**config.mk**
```make
export PLATFORM = sky130hd
export DESIGN_NAME = arf_error_monitor
export DESIGN_NICKNAME = d
export VERILOG_FILES = /design/src/rtl/arf_pkg.sv /design/src/rtl/arf_absdiff.sv /design/src/rtl/arf_error_monitor.sv
export SDC_FILE = /design/constraint.sdc
export NUM_CORES = 2
export LEC_CHECK = 0
export CAP_MARGIN = 0
export CORE_ASPECT_RATIO = 2
export CORE_MARGIN = 2
export CORE_UTILIZATION = 60
export DETAILED_ROUTE_END_ITERATION = 10
export PLACE_DENSITY = 0.86
export SLEW_MARGIN = 20
export SYNTH_ARGS = -nofsm -noshare
export SYNTH_HDL_FRONTEND = slang
export SYNTH_SLANG_ARGS = --single-unit
```
**constraint.sdc**
```tcl
create_clock -name clk -period 7.6 [get_ports clk]
set_clock_uncertainty 0.05 [all_clocks]
set_input_delay 0.76 -clock clk [delete_from_list [all_inputs] [get_ports clk]]
set_output_delay 0.76 -clock clk [all_outputs]
set_load 0.05 [all_outputs]
```
**src/rtl/arf_pkg.sv**
```systemverilog
// ---------------------------------------------------------------------------
// arf_pkg
// Shared definitions for the ARF accuracy harness: the batch FSM state type
// and the native sample width of the arf_variance / arf_accurate outputs.
// Used by the error monitor and its absolute-difference stage, and by the
// ARF stimulus bench.
// ---------------------------------------------------------------------------
package arf_pkg;

   // Native width of one ARF output sample
   localparam int ARF_DATA_W = 64;

   // Batch controller states
   typedef enum logic [1:0] {
      IDLE = 2'd0,
      RUN  = 2'd1,
      DONE = 2'd2
   } arf_state_t;

endpackage

```
**src/rtl/arf_absdiff.sv**
```systemverilog
// ---------------------------------------------------------------------------
// arf_absdiff
// Registered unsigned magnitude |a - b| with a travelling valid bit.
// The smaller operand is always subtracted from the larger, so the result
// never wraps and fits in W bits.
// Ports:
//   clk, rst_n   clock, asynchronous active-low reset
//   in_valid     operands a/b are meaningful this cycle
//   a, b         unsigned operands
//   out_valid    diff holds the result for an accepted pair
//   diff         |a - b|, registered
// ---------------------------------------------------------------------------
module arf_absdiff
   import arf_pkg::*;
#(
   parameter int W = ARF_DATA_W
) (
   input  logic         clk,
   input  logic         rst_n,
   input  logic         in_valid,
   input  logic [W-1:0] a,
   input  logic [W-1:0] b,
   output logic         out_valid,
   output logic [W-1:0] diff
);

   // The magnitude is only captured for accepted pairs so diff keeps the
   // last meaningful value between samples.
   always_ff @(posedge clk or negedge rst_n) begin
      if (!rst_n) begin
         out_valid <= 1'b0;
         diff      <= '0;
      end else begin
         out_valid <= in_valid;
         if (in_valid) begin
            diff <= (a >= b) ? (a - b) : (b - a);
         end
      end
   end

endmodule

```
**src/rtl/arf_error_monitor.sv**
```systemverilog
// ---------------------------------------------------------------------------
// arf_error_monitor
// Compares paired samples of the approximate (arf_variance) and exact
// (arf_accurate) ARF outputs for ports 27 and 28 and gathers per-batch error
// statistics over N_SAMPLES samples.
// Pipeline: accept -> stage 1 (|acc-var| per port, threshold captured)
//                  -> stage 2 (sum/max/mismatch/sample counters).
// Ports:
//   clk, rst_n             clock, asynchronous active-low reset
//   start                  clear stats and begin a batch (ignored in RUN)
//   err_thresh             mismatch threshold, captured with each sample
//   in_valid / in_ready    sample handshake
//   out_2x_acc/out_2x_var  exact / approximate outputs for ports 27, 28
//   sum_err_2x             saturating sum of |acc-var|
//   max_err_2x             largest |acc-var| seen
//   mism_cnt               samples where either diff exceeds the threshold
//   sample_cnt             samples folded into the stats
//   sat                    sticky: a sum clamped during this batch
//   done                   batch complete, stats final
// ---------------------------------------------------------------------------
module arf_error_monitor
   import arf_pkg::*;
#(
   parameter int DATA_W    = ARF_DATA_W,
   parameter int ACC_W     = 80,
   parameter int CNT_W     = 16,
   parameter int N_SAMPLES = 1024
) (
   input  logic              clk,
   input  logic              rst_n,
   input  logic              start,
   input  logic [DATA_W-1:0] err_thresh,
   input  logic              in_valid,
   output logic              in_ready,
   input  logic [DATA_W-1:0] out_27_acc,
   input  logic [DATA_W-1:0] out_27_var,
   input  logic [DATA_W-1:0] out_28_acc,
   input  logic [DATA_W-1:0] out_28_var,
   output logic [ACC_W-1:0]  sum_err_27,
   output logic [ACC_W-1:0]  sum_err_28,
   output logic [DATA_W-1:0] max_err_27,
   output logic [DATA_W-1:0] max_err_28,
   output logic [CNT_W-1:0]  mism_cnt,
   output logic [CNT_W-1:0]  sample_cnt,
   output logic              sat,
   output logic              done
);

   localparam int SW = ACC_W + 1;

   arf_state_t        state;
   logic [CNT_W-1:0]  acc_cnt;
   logic              accept;
   logic              clear;
   logic              s1_valid;
   logic              v27;
   logic              v28;
   logic [DATA_W-1:0] d27;
   logic [DATA_W-1:0] d28;
   logic [DATA_W-1:0] thr_q;
   logic              last_write;
   logic [SW-1:0]     sum27_ext;
   logic [SW-1:0]     sum28_ext;

   // Accepting is gated purely by registered state, so in_ready never
   // depends on in_valid.
   assign in_ready   = (state == RUN) && (acc_cnt < CNT_W'(N_SAMPLES));
   assign accept     = in_valid & in_ready;
   assign clear      = start && (state != RUN);
   assign s1_valid   = v27 & v28;
   assign last_write = s1_valid && (sample_cnt == CNT_W'(N_SAMPLES - 1));

   // One extra bit on each sum exposes the carry used for saturation.
   assign sum27_ext  = {1'b0, sum_err_27} + SW'(d27);
   assign sum28_ext  = {1'b0, sum_err_28} + SW'(d28);

   arf_absdiff #(.W(DATA_W)) u_diff_27 (
      .clk       (clk),
      .rst_n     (rst_n),
      .in_valid  (accept),
      .a         (out_27_acc),
      .b         (out_27_var),
      .out_valid (v27),
      .diff      (d27)
   );

   arf_absdiff #(.W(DATA_W)) u_diff_28 (
      .clk       (clk),
      .rst_n     (rst_n),
      .in_valid  (accept),
      .a         (out_28_acc),
      .b         (out_28_var),
      .out_valid (v28),
      .diff      (d28)
   );

   // Batch controller. DONE is entered on the same edge that writes the
   // final sample's stats, so done and the final values appear together.
   always_ff @(posedge clk or negedge rst_n) begin
      if (!rst_n) begin
         state   <= IDLE;
         acc_cnt <= '0;
         done    <= 1'b0;
      end else begin
         case (state)
            IDLE, DONE: begin
               if (start) begin
                  state   <= RUN;
                  acc_cnt <= '0;
                  done    <= 1'b0;
               end
            end
            RUN: begin
               if (accept) begin
                  acc_cnt <= acc_cnt + 1'b1;
               end
               if (last_write) begin
                  state <= DONE;
                  done  <= 1'b1;
               end
            end
            default: begin
               state <= IDLE;
               done  <= 1'b0;
            end
         endcase
      end
   end

   // The threshold travels with its sample through stage 1 so that a
   // threshold change mid-batch only affects later samples.
   always_ff @(posedge clk or negedge rst_n) begin
      if (!rst_n) begin
         thr_q <= '0;
      end else if (accept) begin
         thr_q <= err_thresh;
      end
   end

   // Stage 2: fold one stage-1 result into the statistics. A start that
   // clears the stats can only arrive outside RUN, when nothing is in flight.
   always_ff @(posedge clk or negedge rst_n) begin
      if (!rst_n) begin
         sum_err_27 <= '0;
         sum_err_28 <= '0;
         max_err_27 <= '0;
         max_err_28 <= '0;
         mism_cnt   <= '0;
         sample_cnt <= '0;
         sat        <= 1'b0;
      end else if (clear) begin
         sum_err_27 <= '0;
         sum_err_28 <= '0;
         max_err_27 <= '0;
         max_err_28 <= '0;
         mism_cnt   <= '0;
         sample_cnt <= '0;
         sat        <= 1'b0;
      end else if (s1_valid) begin
         sum_err_27 <= sum27_ext[ACC_W] ? {ACC_W{1'b1}} : sum27_ext[ACC_W-1:0];
         sum_err_28 <= sum28_ext[ACC_W] ? {ACC_W{1'b1}} : sum28_ext[ACC_W-1:0];
         if (sum27_ext[ACC_W] || sum28_ext[ACC_W]) begin
            sat <= 1'b1;
         end
         if (d27 > max_err_27) begin
            max_err_27 <= d27;
         end
         if (d28 > max_err_28) begin
            max_err_28 <= d28;
         end
         if ((d27 > thr_q) || (d28 > thr_q)) begin
            mism_cnt <= mism_cnt + 1'b1;
         end
         sample_cnt <= sample_cnt + 1'b1;
      end
   end

endmodule

```
==> results.ini <==
[synth]
synth_ff_type=dfrtp_1
synth.cell_area_um2=50200
async_flop_share_pct=100
synthDistinctLibCells=105
synth_cells=6422
synth.yosys.seq_area_share_pct=26.5
synth_edf_count=0
synth_nets=7393
synth_seq_cells=532
ys_warn_count=0
avgSynthCellArea_um2=7.82

[floorplan]
ios=647
die_area_um2=86200
num_rows=150
die-height_um=413
start_util_pct=60.3
die_w_um=209
core_um2=83300

[global_route]
grt_pass1_wl_um=320000
grt_pass1_vias=53273
grtUsageTotal_pct=49.2
grt_remaining_overflow=0
grt_max_degree=241
antenna_found_initial=22

[drt]
wl_um=217000
drtIter0Drc=5603
ant_nets=0
via_per_inst=6.84
drc=0
wl_per_cell_um=27.4
dr.pass1.iters=8
vias=54199

[placed_design]
placed_area_um2=57000
place_ws_ns=1.63
io_buffers=646
routabilityCongestion=1.10
place.detailed.hpwl_um=172000

[clock_network]
clock_path_buffers=3
cts_buffers=50
postCtsHoldBufs=0
cts_sinks=532
insertion_delay_ns=0.65
cts_setup_buffers=0
htreeDepth=2
cts.root.buffer_cell=clkbuf_16
clkTransAtPathRegs_ns=0.07
cts_tree=built
cts_resized=0

[setup_path]
critPathKind=input port to flop
required_ns=8.03
critPathArrivalTime_ns=6.25
cp_max_fo=33
ff2ff_setup_slack_ns=2.68
cp-start-kind=input port
end_kind=flop

[power_and_ir_drop]
p_leak_uw=0.0273
vdd_drop_max_uv=257
cellPowerDensity_nw_per_um2=397
p_int_uw=10800
pwr-share-seq_pct=24.1
switching_share_pct=53.9
power_frac_comb_pct=63.7
clkPwrFrac_pct=12.2
p_sw_uw=12600

[timing]
setup_slack_ns=1.77
fmax_mhz=172
timing.final.crit_share_pct=76.7
finalCriticalPeriod_ns=5.83
setup-tns-final_ns=0
tightestPinTransition_ns=1.37
worst_hold_slack_ns=0.0359
finalSetupViolCount=0
hold_viol=0
finalMaxSlewViolations=0
rsz0062_at_grt=false
slew_headroom_pct=7.99

[min_path]
holdCritPathClass=input port to asynchronous set/reset pin

[layout]
final_area_um2=58800
seqCellArea_um2=13300
multi_input_area_um2=33400
fillers=6772
layout_commonest_cell=a21oi_1
fin_util_pct=70.6
layout-drive-gt1-share_pct=3.20
layout.nets=7776
final_cell_mix=a21oi_1 (650), clkdlybuf4s50_1 (645), ha_1 (641)
syn_to_final_growth_pct=17.1

[run_status]
status=finished clean

[run]
maxCapViolCount=0

-- area by class of cell --
class | instances | share of cell area, %
Clock buffer | 63 | 2.28
Multi-Input combinational cell | 4985 | 56.8
Timing Repair Buffer | 694 | 11.7
Antenna cell | 19 | 0.0808
Sequential cell | 532 | 22.6
Tap cell | 1064 | 2.26
Clock inverter | 30 | 0.760
Inverter | 542 | 3.46
-- layer usage --
layer	vias to the layer above	global-route usage, %	part of all wire (%)
li1	23891	-	-
met1	25462	49.5	31
met2	3564	80.6	45
met3	1276	12.0	10
met4	6	52.2	13
met5	-	0	0.018
-- power groups by stage --
stage	registers [uW]	clock network [uW]	logic, uW
after global placement	5470	0	14100
final	5620	2840	14900
after floorplan	6870	0	7980
after detailed placement	5500	0	14500
after CTS	5460	2830	14600
after global routing	5590	2940	16000
-- through the flow --
step,instances,total power (uW)
after detailed placement,7817,20000
after floorplan,6422,14800
after CTS,7910,22900
after global routing,7917,24500
after global placement,7817,19600
final,7929,23300
-- cells by family (layout without fill, tap and decap cells) --
group                      after synthesis  count (layout)  share of synthesized area, %
xor gates and xnor gates               266             266                          4.64
other                                    0              19                             0
and+or+nand+nor                       1727            1727                          16.3
AOI/OAI and AO/OA                     2313            2313                          28.6
buffers and inverters                  905            1329                          7.10
adders and majority gates              647             647                          16.2
muxes                                   32              32                         0.653
DFF                                    532             532                          26.5
-- critical path, stage by stage --
cell and delay [ns]:
clkdlybuf4s50_1 0.44, inv_1 0.08, ha_1 0.20, fa_1 0.18
inv_1 0.05, a21oi_1 0.42, o21ai_0 0.33, a21oi_1 0.37
a311oi_1 0.33, o21ai_1 0.93, and2_1 0.83, buf_4 0.54
a21oi_1 0.20, a221oi_2 0.27, xor2_1 0.18, o21ai_1 0.07
-- sequential cells by signal, indices dropped and copies added, names as in the netlist --
register and cells:
acc_cnt 16, done 1, max_err_27 64, max_err_28 64, mism_cnt 16, sample_cnt 16
sat 1, state 1, sum_err_27 80, sum_err_28 80, thr_q 64, u_diff_27.diff 64
u_diff_28.diff 64, u_diff_28.out_valid 1
-- worst paths after layout --
check                                  start                  to  cells after the start
setup / recovery               out_27_acc[0]  u_diff_27.diff[24]                     16
hold / removal                         rst_n         mism_cnt[5]                      1
setup reg to reg           u_diff_27.diff[7]      sum_err_27[77]                     11
hold reg to reg                  acc_cnt[15]         acc_cnt[15]                      2
max in group asynchronous              rst_n         acc_cnt[10]                      2
min in group clk                 acc_cnt[15]         acc_cnt[15]                      2
-- synthesized netlist by cell type (all sizes together), types with 86 or more instances --
master  instances  area (um^2)
o21bai        100          751
ha            641         8020
o31ai          92          723
nor2          354         1330
o21ai         657         3290
nor3           86          430
xnor2         150         1310
nand4         191         1200
xor2          116         1020
clkbuf        264          996
inv           541         2030
a21o          314         2360
dfrtp         532        13300
nand3         225         1130
a21oi         655         3290
a31oi         131          820
nand2         589         2220
buf            99          536
Note: power is estimated with default switching activity, not from simulation.
